**src/rtl/seq_mul_pkg.sv**
```systemverilog
// Shared types and constants for the sequential shift-add multiplier.
package seq_mul_pkg;

  typedef enum logic [1:0] {
    StIdle,
    StRun,
    StDone
  } state_e;

  // Width of the shared carry-lookahead adder and of the product accumulator.
  localparam int unsigned ACC_W = 16;

  // Width of a step counter that has to count 0 .. w-1.
  function automatic int unsigned cnt_width(input int unsigned w);
    return (w > 1) ? $clog2(w) : 1;
  endfunction

endpackage

```
**src/rtl/if_cla_adder.sv**
```systemverilog
// Operand/result bundle for the shared carry-lookahead adder.
interface if_cla_adder #(
  parameter int unsigned W = 16
);
  logic [W-1:0] in1;
  logic [W-1:0] in2;
  logic         czero;
  logic [W-1:0] sum;
  logic         cout;

  modport master (output in1, output in2, output czero, input sum, input cout);
  modport slave  (input in1, input in2, input czero, output sum, output cout);
endinterface

```
**src/rtl/if_multiplier.sv**
```systemverilog
// Multiplier-side signal set: operand handshake in, product handshake out.
interface if_multiplier #(
  parameter int unsigned WIDTH = 8
);
  logic               in_valid;
  logic               in_ready;
  logic [WIDTH-1:0]   in1;
  logic [WIDTH-1:0]   in2;
  logic               out_valid;
  logic               out_ready;
  logic [2*WIDTH:0]   out;
  logic               overflow;
  logic               busy;

  modport master (
    output in_valid, output in1, output in2, output out_ready,
    input in_ready, input out_valid, input out, input overflow, input busy
  );
  modport slave (
    input in_valid, input in1, input in2, input out_ready,
    output in_ready, output out_valid, output out, output overflow, output busy
  );
endinterface

```
**src/rtl/f_cla_16.sv**
```systemverilog
// 16-bit adder built from four 4-bit carry-lookahead groups.
module f_cla_16 (
  if_cla_adder.slave cla
);
  localparam int unsigned NumGroups = 4;
  localparam int unsigned GroupW    = 4;

  logic [15:0]          gen;
  logic [15:0]          prop;
  logic [15:0]          carry;
  logic [NumGroups-1:0] grp_gen;
  logic [NumGroups-1:0] grp_prop;
  logic [NumGroups:0]   grp_carry;

  // Bit and group generate/propagate, group carries, then in-group carries and sum.
  always_comb begin
    gen       = cla.in1 & cla.in2;
    prop      = cla.in1 ^ cla.in2;
    grp_gen   = '0;
    grp_prop  = '1;
    carry     = '0;
    grp_carry = '0;
    for (int j = 0; j < NumGroups; j++) begin
      for (int i = 0; i < GroupW; i++) begin
        grp_gen[j]  = gen[GroupW*j+i] | (prop[GroupW*j+i] & grp_gen[j]);
        grp_prop[j] = grp_prop[j] & prop[GroupW*j+i];
      end
    end
    grp_carry[0] = cla.czero;
    for (int j = 0; j < NumGroups; j++) begin
      grp_carry[j+1] = grp_gen[j] | (grp_prop[j] & grp_carry[j]);
    end
    for (int j = 0; j < NumGroups; j++) begin
      carry[GroupW*j] = grp_carry[j];
      for (int i = 0; i < GroupW - 1; i++) begin
        carry[GroupW*j+i+1] = gen[GroupW*j+i] | (prop[GroupW*j+i] & carry[GroupW*j+i]);
      end
    end
  end

  assign cla.sum  = prop ^ carry;
  assign cla.cout = grp_carry[NumGroups];

endmodule

```
**src/rtl/seq_shift_add_mul.sv**
```systemverilog
// Iterative unsigned shift-add multiplier sharing one 16-bit CLA across its steps.
module seq_shift_add_mul
  import seq_mul_pkg::*;
#(
  parameter int unsigned WIDTH = 8
) (
  input  logic         clk,
  input  logic         rst,
  if_multiplier.slave  mul_side
);

  localparam int unsigned CntW = cnt_width(WIDTH);

  if (2 * WIDTH != ACC_W) begin : g_bad_width
    $error("seq_shift_add_mul: 2*WIDTH must equal the 16-bit adder width");
  end

  state_e             state_q, state_d;
  logic [2*WIDTH-1:0] acc_q, acc_d;
  logic [2*WIDTH-1:0] mcand_q, mcand_d;
  logic [WIDTH-1:0]   mplier_q, mplier_d;
  logic [CntW-1:0]    cnt_q, cnt_d;
  logic               ovf_q, ovf_d;
  logic [2*WIDTH:0]   out_q, out_d;
  logic               overflow_q, overflow_d;

  if_cla_adder #(.W(ACC_W)) cla_if ();

  f_cla_16 u_cla (
    .cla (cla_if)
  );

  assign cla_if.in1   = acc_q;
  assign cla_if.in2   = mcand_q;
  assign cla_if.czero = 1'b0;

  // Next-state and datapath update for the accept / shift-add / hold sequence.
  always_comb begin
    state_d    = state_q;
    acc_d      = acc_q;
    mcand_d    = mcand_q;
    mplier_d   = mplier_q;
    cnt_d      = cnt_q;
    ovf_d      = ovf_q;
    out_d      = out_q;
    overflow_d = overflow_q;
    unique case (state_q)
      StIdle: begin
        if (mul_side.in_valid) begin
          acc_d    = '0;
          mcand_d  = {{WIDTH{1'b0}}, mul_side.in1};
          mplier_d = mul_side.in2;
          cnt_d    = '0;
          ovf_d    = 1'b0;
          state_d  = StRun;
        end
      end
      StRun: begin
        if (mplier_q[0]) begin
          acc_d = cla_if.sum;
          ovf_d = ovf_q | cla_if.cout;
        end
        mcand_d  = mcand_q << 1;
        mplier_d = mplier_q >> 1;
        cnt_d    = cnt_q + 1'b1;
        // Stop early once no multiplier bits remain to be consumed.
        if ((mplier_q >> 1) == '0 || cnt_q == CntW'(WIDTH - 1)) begin
          state_d    = StDone;
          out_d      = {1'b0, acc_d};
          overflow_d = ovf_d;
        end
      end
      StDone: begin
        if (mul_side.out_ready) begin
          state_d = StIdle;
        end
      end
      default: state_d = StIdle;
    endcase
  end

  // State and datapath registers with synchronous reset.
  always_ff @(posedge clk) begin
    if (rst) begin
      state_q    <= StIdle;
      acc_q      <= '0;
      mcand_q    <= '0;
      mplier_q   <= '0;
      cnt_q      <= '0;
      ovf_q      <= 1'b0;
      out_q      <= '0;
      overflow_q <= 1'b0;
    end else begin
      state_q    <= state_d;
      acc_q      <= acc_d;
      mcand_q    <= mcand_d;
      mplier_q   <= mplier_d;
      cnt_q      <= cnt_d;
      ovf_q      <= ovf_d;
      out_q      <= out_d;
      overflow_q <= overflow_d;
    end
  end

  assign mul_side.in_ready  = (state_q == StIdle) && !rst;
  assign mul_side.out_valid = (state_q == StDone);
  assign mul_side.busy      = (state_q != StIdle);
  assign mul_side.out       = out_q;
  assign mul_side.overflow  = overflow_q;

endmodule

```
**src/flat_wrapper.sv**
```systemverilog
// flat-port wrapper written by rule: the top's interface ports become plain ports
module seq_shift_add_mul_flat import seq_mul_pkg::*;
#(
  parameter int unsigned WIDTH = 8
)
  (clk, rst, mul_side_in_valid, mul_side_in1, mul_side_in2, mul_side_out_ready, mul_side_in_ready, mul_side_out_valid, mul_side_out, mul_side_overflow, mul_side_busy);
  if_multiplier #(.WIDTH(WIDTH)) mul_side_i ();
  input  logic clk;
  input  logic rst;
  input wire logic [$bits(mul_side_i.in_valid)-1:0] mul_side_in_valid;
  input wire logic [$bits(mul_side_i.in1)-1:0] mul_side_in1;
  input wire logic [$bits(mul_side_i.in2)-1:0] mul_side_in2;
  input wire logic [$bits(mul_side_i.out_ready)-1:0] mul_side_out_ready;
  output wire logic [$bits(mul_side_i.in_ready)-1:0] mul_side_in_ready;
  output wire logic [$bits(mul_side_i.out_valid)-1:0] mul_side_out_valid;
  output wire logic [$bits(mul_side_i.out)-1:0] mul_side_out;
  output wire logic [$bits(mul_side_i.overflow)-1:0] mul_side_overflow;
  output wire logic [$bits(mul_side_i.busy)-1:0] mul_side_busy;
  assign mul_side_i.in_valid = mul_side_in_valid;
  assign mul_side_i.in1 = mul_side_in1;
  assign mul_side_i.in2 = mul_side_in2;
  assign mul_side_i.out_ready = mul_side_out_ready;
  assign mul_side_in_ready = mul_side_i.in_ready;
  assign mul_side_out_valid = mul_side_i.out_valid;
  assign mul_side_out = mul_side_i.out;
  assign mul_side_overflow = mul_side_i.overflow;
  assign mul_side_busy = mul_side_i.busy;
  seq_shift_add_mul #(.WIDTH(WIDTH)) u_core (.clk(clk), .rst(rst), .mul_side(mul_side_i));
endmodule
```
**config.mk**
```make
export PLATFORM = sky130hd
export DESIGN_NAME = seq_shift_add_mul_flat
export DESIGN_NICKNAME = d
export VERILOG_FILES = /design/src/rtl/seq_mul_pkg.sv /design/src/rtl/if_cla_adder.sv /design/src/rtl/if_multiplier.sv /design/src/rtl/f_cla_16.sv /design/src/rtl/seq_shift_add_mul.sv /design/src/flat_wrapper.sv
export SDC_FILE = /design/constraint.sdc
export NUM_CORES = 1
export LEC_CHECK = 0
export BUFFER_PORTS_ARGS = -buffer_cell sky130_fd_sc_hd__buf_2
export CAP_MARGIN = 20
export CORE_ASPECT_RATIO = 1.5
export CORE_MARGIN = 1
export CORE_UTILIZATION = 55
export DETAILED_ROUTE_END_ITERATION = 12
export GPL_TIMING_DRIVEN = 1
export PLACE_DENSITY = 0.76
export SLEW_MARGIN = 20
export SYNTH_ARGS = -nofsm -noshare
export SYNTH_HDL_FRONTEND = slang
export SYNTH_SLANG_ARGS = --single-unit
```
**constraint.sdc**
```tcl
create_clock -name clk -period 4.82 [get_ports clk]
set_clock_uncertainty 0.15 [all_clocks]
set_input_delay 0.723 -clock clk [delete_from_list [all_inputs] [get_ports clk]]
set_output_delay 0.723 -clock clk [all_outputs]
set_load 0.02 [all_outputs]
```
# == Word-level counts from Yosys, hierarchy flattened ==
# Index checks and enable logic that the tools add are counted.
# word_totals
regBits,63
latch_bits,0
mem_bits_rw,0
mem_bits_ro,0
inputBits,20
out_inout_bits,21
word_cells,102
memories,0
# op_classes
addsub,1
n_mul,0
div,0
n_lt_le_gt_ge,0
eq_ne,6
n_shift,0
n_mux,16
n_bitwise,61
n_reduce_logical,10
# op_table
operator,count
one-hot mux 16 bit (2 select lines),2
two-way mux 16 bit,3
AND 1 bit,33
XOR 16 bit,2
bitwise OR 1 bit,25
AND 16 bit,1
one-hot mux 8 bit (2 select lines),1
zero test 8 bit,1
two-way mux 8 bit,1
two-way mux 2 bit,3
one-hot mux 2 bit (3 select lines),1
one-hot mux 3 bit (2 select lines),1
"!= test 2 bit, second input constant",2
AND reduction 2 bit,2
nonzero test 2 bit,2
"adder 3 x 1 -> 3 bit, second input constant",1
"equality test 3 bit, second input constant",1
two-way mux 3 bit,1
AND reduction 3 bit,1
"equality test 2 x 1 -> 1 bit, second input constant",1
"equality test 2 bit, second input constant",1
zero test 2 bit,1
two-way mux 1 bit,2
"!= test 2 x 1 -> 1 bit, second input constant",1
4 further kinds,4

# == Depth between registers and ports, before layout ==
# Gate-level depths: netlist (run 1).
# logic_depth
ltp_word,20
mapped_depth,17

# == By module ==
# Synthesis (run 1) repeated with hierarchy kept, for this count alone.
# unflattened
cells_unflattened,440
hier_area_um2,3847.4
# modules_own_cells
mod,instances,cells_each,area_per_inst_um2,seq_area_each_um2
seq_shift_add_mul,1,375,3174.3,1261.2
f_cla_16,1,65,673.1,0.0

# == Worst setup path before layout (run 1) ==
# Ideal clock, no wire load.
# synth_timing
path_type,register -> register
from,"reg u_core.mcand_q[0], in the netlist u_core.cla_if.in2[0]"
to,reg u_core.acc_q[11]
t_arrival_ns,4.064
required_time_ns,4.543
slack_ns,0.479
stages_incl_launch_ff,15
path_buffers,0
synth_period_minus_slack_ns,4.341
path_cell_list,dfxtp_1 -> ha_1 -> inv_1 -> fa_1 -> fa_1 -> fa_1 -> and4b_1 -> a221oi_2 -> fa_1 -> fa_1 -> fa_1 -> xnor2_1 -> mux2i_1 -> o21ai_0 -> nor2b_1
# synth_between
elab_chain_cells,18
# synth_lines
element,line_no,rtl
from (decl),seq_shift_add_mul.sv:20,"logic [2*WIDTH-1:0] mcand_q, mcand_d;"
from (signal assigned),seq_shift_add_mul.sv:96,mcand_q <= mcand_d;
AND 16 bit,f_cla_16.sv:17,gen = cla.in1 & cla.in2;
AND 1 bit,f_cla_16.sv:25,grp_gen[j] = gen[GroupW*j+i] | (prop[GroupW*j+i] & grp_gen[j]);
bitwise OR 1 bit,f_cla_16.sv:25,
AND 1 bit,f_cla_16.sv:25,
bitwise OR 1 bit,f_cla_16.sv:25,
AND 1 bit,f_cla_16.sv:25,
bitwise OR 1 bit,f_cla_16.sv:25,
AND 1 bit,f_cla_16.sv:31,grp_carry[j+1] = grp_gen[j] | (grp_prop[j] & grp_carry[j]);
[... 2 more ...],n/a,
bitwise OR 1 bit,f_cla_16.sv:36,carry[GroupW*j+i+1] = gen[GroupW*j+i] | (prop[GroupW*j+i] & carry[GroupW*j+i]);
AND 1 bit,f_cla_16.sv:36,
bitwise OR 1 bit,f_cla_16.sv:36,
AND 1 bit,f_cla_16.sv:36,
bitwise OR 1 bit,f_cla_16.sv:36,
XOR 16 bit,f_cla_16.sv:41,assign cla.sum = prop ^ carry;
two-way mux 16 bit,seq_shift_add_mul.sv:59,if (mplier_q[0]) begin
one-hot mux 16 bit (2 select lines),seq_shift_add_mul.sv:47,unique case (state_q)
to (signal assigned),seq_shift_add_mul.sv:86,acc_q <= '0;
to (signal assigned),seq_shift_add_mul.sv:95,acc_q <= acc_d;
to (decl),seq_shift_add_mul.sv:19,"logic [2*WIDTH-1:0] acc_q, acc_d;"
# Every way passes these cells.
# A chain may end at the register's enable or synchronous reset.

# == Worst setup path after layout (run 1) ==
# Ends and elaborated chain as after synthesis.

==> results of run 1 <==
==> layout make-up <==
class,count,share of cell area [%]
multi-input cells,266,49.0
flip-flops and latches,63,35.0
repair buffers,42,6.04
clock buffers,13,4.41
inverters,24,2.50
well taps,72,2.50
clock inverters,3,0.486
==> worst paths after layout <==
check | from | end | slack (ps) | depth (start not counted)
worst min register to register | u_core.mul_side.out[3]$_SDFFE_PP0P_ | u_core.mul_side.out[3]$_SDFFE_PP0P_ | 300 | 2
worst max-delay path | u_core.cla_if.in2[0]$_SDFFE_PP0P_ | u_core.acc_q[11]$_SDFFE_PP0P_ | 250 | 14
worst min-delay path | u_core.mul_side.out[3]$_SDFFE_PP0P_ | u_core.mul_side.out[3]$_SDFFE_PP0P_ | 300 | 2
worst max register to register | u_core.cla_if.in2[0]$_SDFFE_PP0P_ | u_core.acc_q[11]$_SDFFE_PP0P_ | 250 | 14
==> worst register-to-register path: stages (launching register included) <==
cell and delay, ps:
dfxtp_1 370, ha_1 160, inv_1 50, fa_1 450, fa_1 460, fa_1 480
and4b_1 280, a221oi_2 100, fa_1 460, fa_1 460, fa_1 440, xnor2_1 140
mux2i_2 200, o21ai_0 100, nor2b_1 150
==> logic make-up (layout without fill, tap and decap cells) <==
kind of cell,after synthesis,in the layout,share of synthesized area (%)
simple gates,144,144,19.3
compound gates,85,85,18.7
flops,63,63,38.6
buf+inv,50,82,7.51
fa+ha+maj,27,27,13.1
mux,6,6,1.84
xor+xnor,3,3,0.804
other cells,1,1,0.115
==> cells in the final DEF, fill, tap and decap left out, types with 3 or more instances in the layout <==
cell type / instances
nand2_1: 50
a211oi_2: 4
a311oi_1: 11
buf_4: 3
nor2b_1: 6
a211oi_1: 3
nor2_1: 67
mux2i_1: 5
buf_2: 39
o21ai_0: 3
dfxtp_1: 63
ha_1: 15
inv_1: 24
a21oi_1: 29
clkbuf_8: 11
fa_1: 12
xnor2_1: 3
nor3_1: 5
o211ai_1: 10
a32oi_1: 4
a22oi_1: 13
==> routing by layer <==
layer | GRT usage [%] | wire length [um]
met1 | 27.0 | 2940
met2 | 44.3 | 3500
met3 | 4.81 | 246
met4 | 10.9 | 137
met5 | 0 | 0
==> power groups by stage <==
| stage | Combinational (mW) | Sequential, mW | Clock, mW |
|---|---|---|---|
| 5_1_grt | 0.224 | 0.583 | 0.438 |
| 4_1_cts | 0.201 | 0.578 | 0.420 |
| 6_report | 0.200 | 0.579 | 0.412 |
| 3_3_place_gp | 0.195 | 0.589 | 0 |
| 2_1_floorplan | 0.163 | 0.585 | 0 |
| 3_5_place_dp | 0.201 | 0.590 | 0 |
==> registers in the layout, indices dropped and copies added (netlist names) <==
signal	count
u_core.state_q	2
u_core.acc_q	16
u_core.mul_side.overflow	1
u_core.mplier_q	8
u_core.mul_side.out	16
u_core.cnt_q	3
u_core.cla_if.in2	16
u_core.ovf_q	1
==> repair_timing <==
| item | in CTS | in global routing |
|---|---|---|
| resized for setup | 0 | 1 |
| endpoints found under the setup margin | 0 | 1 |
| hold endpoints to repair | 0 | 0 |
==> impl_metrics.ini, run 1 <==
[outcome]
status = complete, no violations

[cts]
cts-buffers-inserted = 9
clk_pin_slew_ps = 70
cts_tree = yes
cts_hold_buffers = 0
clk_latency_ps = 340
root_buffer = clkbuf_8
post_cts_buffers = 0
cts_max_path_buffers = 2
htree_levels = 3
cts.sinks = 63

[detailed_routing]
firstDrtPassIters = 5
ant_nets = 0
vias_per_cell = 5.57
initialDrtViolationCount = 136
drc_errors = 0
vias = 2692
routedWlPerCell_um = 14.1
wirelength_mm = 6.83

[power_and_ir_drop]
p_sw_share_pct = 30.1
pwr_density_cell_nw_per_um2 = 330
p_sw_mw = 0.359
ir_drop_mv = 0.202
power.leakage_nw = 1.44
p_clk_share_pct = 34.6
p_seq_share_pct = 48.6
p_int_mw = 0.832
p_comb_share_pct = 16.8
finalPower_mw = 1.19

[synthesis]
yosys.area.top_type = dfxtp_1
seq_area_frac_synth_pct = 38.6
yosysWarnings = 0
synth_nets = 426
synthCells = 379
async_flop_share_pct = 0
synth_edf_count = 0
avgSynthCellArea_sq_um = 8.62
synth_most_common_cell = nor2_1
synth_seq_cells = 63
synth_common_cells = 67 x nor2_1, 63 x dfxtp_1, 50 x nand2_1
synth_area_sq_um = 3270
synth_area_leaders = dfxtp_1 39%, nor2_1 7.7%, fa_1 7.4%
synth.distinct_cells = 44
synth_top_area_share_pct = 38.6
ys.flop_type = dfxtp_1

[floorplanning]
die_y_um = 96.4
die_w_um = 64.9
ioPinCount = 41
die-area_sq_um = 6260
core-area_sq_um = 5740
rows = 34
initial_core_util_pct = 56.9

[hold_path]
min_path_type = reg2reg

[setup_path]
crit_path_frequent_cell = fa_1
required_ps = 4880
worstSetupPathType = reg2reg
worstPathMaxFanout = 3
critPathLaunchType = flop
crit_slowest_cell = fa_1
cpPeakStageDelay_ps = 480
crit_family = adder cells
cp_cell_sequence = ha_1 -> inv_1 -> fa_1 -> fa_1 -> fa_1 -> and4b_1 -> a221oi_2 -> fa_1 -> fa_1 -> fa_1 -> xnor2_1 -> mux2i_2 -> o21ai_0 -> nor2b_1
path_buf_inv = 1
end_kind = flop
arrival_ps = 4630

[cells_and_area]
final_net_count = 453
syn_to_final_growth_pct = 10.3
stdcell_count = 483
final_design_area_no_fill_sq_um = 3600
fillers = 523
multiInputGateArea_sq_um = 1770
n_antenna_cell = 0
drive_above_1_share_pct = 17.5
seqCellArea_sq_um = 1260
final_core_util_pct = 62.7

[sta]
fmax_mhz = 219
slew_headroom_pct = 54.5
fin_ws_ps = 250
min_period_over_period_pct = 94.8
rsz0062_at_grt = no
tns_ps = 0
hold_viol = 0
min_period_ps = 4570
whs_ps = 297
worst_pin_slew_ps = 682
setup_viol = 0
slew_violations = 0

[place]
dp_slack_ps = 244
post_dp_cell_area_sq_um = 3420
dp.final_hpwl_mm = 4.68
routabilityCongestion = 0.770
dp.cells = 467
portBuffers = 39

[grt]
grt_pass1_vias = 2563
grt_use_total_pct = 24.3
grt_pass1_wl_mm = 11.5
grt_max_degree = 66
antenna_found_initial = 0
overflow = 0

[job]
cap_violations = 0
No activity file was read; power rests on OpenSTA's default activity.
==> run 2: changes to the inputs <==
--- a/config.mk
+++ b/config.mk
@@ -7,7 +7,6 @@
 export LEC_CHECK = 0
 export BUFFER_PORTS_ARGS = -buffer_cell sky130_fd_sc_hd__buf_2
 export CAP_MARGIN = 20
-export CORE_ASPECT_RATIO = 1.5
 export CORE_MARGIN = 1
 export CORE_UTILIZATION = 55
 export DETAILED_ROUTE_END_ITERATION = 12
==> impl_metrics.ini, run 2 (same netlist as run 1, synthesis figures left out) <==
[grt]
grt_pass1_wl_mm = 11.3
overflow = 0
grt_pass1_vias = 2461
grt_use_total_pct = 23.5
antenna_found_initial = 0
grt_max_degree = 66

[detailed_routing]
vias = 2686
firstDrtPassIters = 5
wirelength_mm = 6.64
ant_nets = 0
routedWlPerCell_um = 13.8
vias_per_cell = 5.56
initialDrtViolationCount = 116
drc_errors = 0

[power_and_ir_drop]
p_seq_share_pct = 45.9
p_sw_share_pct = 28.2
p_clk_share_pct = 37.9
power.leakage_nw = 1.47
ir_drop_mv = 0.205
p_sw_mw = 0.354
pwr_density_cell_nw_per_um2 = 345
p_int_mw = 0.898
p_comb_share_pct = 16.2

[place]
portBuffers = 39
dp.final_hpwl_mm = 4.39
post_dp_cell_area_sq_um = 3420
routabilityCongestion = 0.827

[cts]
postCtsResizedCells = 0
cts_max_path_buffers = 2
cts_tree = yes
htree_levels = 3
cts.sinks = 63
post_cts_buffers = 0
clk_latency_ps = 340
cts-buffers-inserted = 9
cts_hold_buffers = 0
root_buffer = clkbuf_8
clk_pin_slew_ps = 70

[cells_and_area]
most-common-layout-cells = 67 x nor2_1, 63 x dfxtp_1, 50 x nand2_1
final_net_count = 453
syn_to_final_growth_pct = 11.1
final_common_cell = nor2_1
n_antenna_cell = 0
drive_above_1_share_pct = 17.5
final_design_area_no_fill_sq_um = 3630

[floorplanning]
rows = 27
ioPinCount = 41
initial_core_util_pct = 58.3
die-area_sq_um = 6250
die_w_um = 79.1
core-area_sq_um = 5610
die_y_um = 79.1

[sta]
hold_viol = 0
fmax_mhz = 219
rsz0062_at_grt = no
tns_ps = 0
setup_viol = 0
slew_headroom_pct = 55.2
slew_violations = 0
min_period_ps = 4570
worst_pin_slew_ps = 671
min_period_over_period_pct = 94.7

[setup_path]
end_kind = flop
r2r_slack_ps = 250
arrival_ps = 4620
worstPathMaxFanout = 3
r2r_start = u_core.cla_if.in2[0]$_SDFFE_PP0P_
required_ps = 4870
critPathLaunchType = flop
worstSetupPathType = reg2reg
rr_worst_depth = 14
r2r_end = u_core.acc_q[11]$_SDFFE_PP0P_

[outcome]
status = complete, no violations

[hold_path]
holdPathStages = 2
min_path_type = reg2reg
hold_end = u_core.mul_side.out[3]$_SDFFE_PP0P_
worstHoldStart = u_core.mul_side.out[3]$_SDFFE_PP0P_

[job]
cap_violations = 0
-- run 2: stage by stage --
| stage | total power, mW | util [%] | setup slack [ps] | instances | hold WS [ps] |
|---|---|---|---|---|---|
| floorplan | 0.748 | - | 479 | 379 | 294 |
| global placement | 0.783 | 61.0 | 344 | 467 | 286 |
| global route | 1.32 | 64.7 | 47.3 | 483 | 311 |
| detailed placement | 0.789 | 61.0 | 232 | 467 | 292 |
| CTS | 1.26 | 64.7 | 231 | 483 | 300 |
| finish | 1.25 | 64.7 | 255 | 483 | 297 |
-- run 2: routing by layer --
layer	up-vias	part of all wire [%]	GRT usage (%)
li1	1337	-	-
met1	1260	46	30.5
met2	80	48	37.9
met3	9	4.6	5.17
met4	0	1.9	9.09
met5	-	0	0
-- run 2: final cells by class --
type / instances / area, sq um
inverters: 24 / 90.1
clock buffers: 13 / 169
well taps: 72 / 90.1
repair buffers: 42 / 218
clock inverters: 3 / 40.0
flip-flops and latches: 63 / 1260
multi-input cells: 266 / 1760
fillers: 500 / 1980
-- run 2: how the worst max path moves through the flow --
stage	startpoint	to	slack [ps]
finish	u_core.cla_if.in2[0]$_SDFFE_PP0P_	u_core.acc_q[11]$_SDFFE_PP0P_	250
global route	u_core.cla_if.in2[0]$_SDFFE_PP0P_	u_core.acc_q[11]$_SDFFE_PP0P_	50
CTS	u_core.cla_if.in2[0]$_SDFFE_PP0P_	u_core.acc_q[11]$_SDFFE_PP0P_	230
detailed placement	u_core.cla_if.in2[0]$_SDFFE_PP0P_	u_core.acc_q[11]$_SDFFE_PP0P_	230
global placement	u_core.cla_if.in2[0]$_SDFFE_PP0P_	u_core.acc_q[11]$_SDFFE_PP0P_	340
floorplan	u_core.cla_if.in2[0]$_SDFFE_PP0P_	u_core.acc_q[11]$_SDFFE_PP0P_	480
-- run 2: power groups by stage --
stage	sequential (mW)	clock [mW]	combinational [mW]
finish	0.575	0.475	0.202
global route	0.579	0.510	0.227
floorplan	0.585	0	0.163
detailed placement	0.586	0	0.202
global placement	0.585	0	0.198
CTS	0.575	0.484	0.204
-- run 2: critical path, stage by stage (launching register included) --
cell and delay [ps]:
dfxtp_1 370, ha_1 150, inv_1 50, fa_1 440, fa_1 460, fa_1 480, and4b_1 280, a221oi_2 90
fa_1 470, fa_1 470, fa_1 440, xnor2_1 130, mux2i_1 210, o21ai_0 100, nor2b_1 140
==> run 3: changes to the inputs <==
--- a/config.mk
+++ b/config.mk
@@ -5,7 +5,7 @@
 export SDC_FILE = /design/constraint.sdc
 export NUM_CORES = 1
 export LEC_CHECK = 0
-export BUFFER_PORTS_ARGS = -buffer_cell sky130_fd_sc_hd__buf_2
+export BUFFER_PORTS_ARGS = -buffer_cell sky130_fd_sc_hd__clkbuf_2
 export CAP_MARGIN = 20
 export CORE_MARGIN = 1
 export CORE_UTILIZATION = 55
==> impl_metrics.ini, run 3 (same netlist as run 1, synthesis figures left out) <==
[floorplanning]
die_y_um = 79.1
core-area_sq_um = 5610
die_w_um = 79.1
rows = 27
initial_core_util_pct = 58.3
die-area_sq_um = 6250
ioPinCount = 41

[cells_and_area]
n_antenna_cell = 0
seqCellArea_sq_um = 1260
most-common-layout-cells = 67 x nor2_1, 63 x dfxtp_1, 50 x nand2_1
multiInputGateArea_sq_um = 1770
final_common_cell = nor2_1
final_core_util_pct = 65.1
syn_to_final_growth_pct = 11.8
final_net_count = 453
drive_above_1_share_pct = 18.0
fillers = 492

[cts]
htree_levels = 3
cts-buffers-inserted = 9
post_cts_buffers = 0
clk_pin_slew_ps = 70
cts_tree = yes
clk_latency_ps = 350
root_buffer = clkbuf_8
cts_max_path_buffers = 2
cts.sinks = 63

[power_and_ir_drop]
p_clk_share_pct = 39.6
ir_drop_mv = 0.196
pwr_density_cell_nw_per_um2 = 353
p_comb_share_pct = 15.8
finalPower_mw = 1.29
p_sw_share_pct = 28.0
p_sw_mw = 0.361
p_int_mw = 0.927
power.leakage_nw = 1.46
p_seq_share_pct = 44.6

[sta]
slew_violations = 0
hold_viol = 0
min_period_ps = 4540
worst_pin_slew_ps = 675
slew_headroom_pct = 55.0
fmax_mhz = 220
setup_viol = 0
fin_ws_ps = 280
tns_ps = 0
whs_ps = 305
rsz0062_at_grt = no
min_period_over_period_pct = 94.2

[grt]
antenna_found_initial = 0
grt_max_degree = 66
grt_pass1_wl_mm = 11.8
overflow = 0
grt_use_total_pct = 24.7
grt_pass1_vias = 2534

[detailed_routing]
vias = 2680
wirelength_mm = 6.91
firstDrtPassIters = 4
initialDrtViolationCount = 113
routedWlPerCell_um = 14.3
vias_per_cell = 5.55
ant_nets = 0
drc_errors = 0

[hold_path]
min_path_type = reg2reg

[setup_path]
arrival_ps = 4610
end_kind = flop
worstPathMaxFanout = 3
worstSetupPathType = reg2reg
required_ps = 4890
critPathLaunchType = flop

[place]
routabilityCongestion = 0.814
dp_slack_ps = 191
dp.final_hpwl_mm = 4.63
portBuffers = 39

[job]
cap_violations = 0

[outcome]
status = complete, no violations
## run 3: cell types whose count changed in the layout (fill, tap and decap cells not counted)
| cell | delta |
|---|---|
| fa_2 | +1 |
| buf_2 | -39 |
| fa_1 | -1 |
| clkbuf_1 | -1 |
| clkbuf_2 | +39 |
| clkinv_2 | -1 |
| clkbuf_8 | +2 |
## run 3: area by class of cell
| class | count | share of cell area, % |
|---|---|---|
| multi-input cells | 266 | 48.3 |
| flip-flops and latches | 63 | 34.5 |
| repair buffers | 42 | 5.96 |
| clock buffers | 14 | 5.28 |
| inverters | 24 | 2.47 |
| well taps | 72 | 2.47 |
| clock inverters | 2 | 0.959 |
## run 3: path summary, 6_finish.rpt
path | start | to | slack (ps) | cells after the start
worst max-delay path | u_core.cla_if.in2[0]$_SDFFE_PP0P_ | u_core.acc_q[11]$_SDFFE_PP0P_ | 280 | 14
worst min-delay path | u_core.mul_side.out[8]$_SDFFE_PP0P_ | u_core.mul_side.out[8]$_SDFFE_PP0P_ | 300 | 2
worst max register to register | u_core.cla_if.in2[0]$_SDFFE_PP0P_ | u_core.acc_q[11]$_SDFFE_PP0P_ | 280 | 14
worst min register to register | u_core.mul_side.out[8]$_SDFFE_PP0P_ | u_core.mul_side.out[8]$_SDFFE_PP0P_ | 300 | 2
## run 3: metrics by stage
stage	instances	cell area (sq um)
finish	483	3650
global route	483	3650
CTS	483	3650
detailed placement	467	3420
global placement	467	3420
floorplan	379	3270
## run 3: power by group through the flow
stage	Combinational [mW]	Sequential [mW]	Clock, mW
after global routing	0.228	0.579	0.540
after CTS	0.205	0.575	0.519
after global placement	0.198	0.585	0
after detailed placement	0.203	0.586	0
after floorplan	0.163	0.585	0
final	0.204	0.575	0.510
## run 3: repair_timing
item,4_1_cts,5_1_grt
hold buffers,0,0
gates resized for setup,0,1
endpoints found under the hold margin,0,0
endpoints found under the setup margin,0,1
## run 3: worst max-delay path: stages (launching register included)
cell      delay, ps
dfxtp_1         370
ha_1            150
inv_1            50
fa_1            450
fa_1            470
fa_2            430
and4b_1         270
a221oi_2        100
fa_1            480
fa_1            470
fa_1            450
xnor2_1         130
mux2i_1         200
o21ai_0         100
nor2b_1         140
## run 3: metal layers
layer	up-vias	GRT usage, %	wire (um)
met5	-	0	0
met1	1256	31.2	3160
li1	1341	-	-
met3	14	5.52	291
met2	69	40.1	3310
met4	0	11.1	146
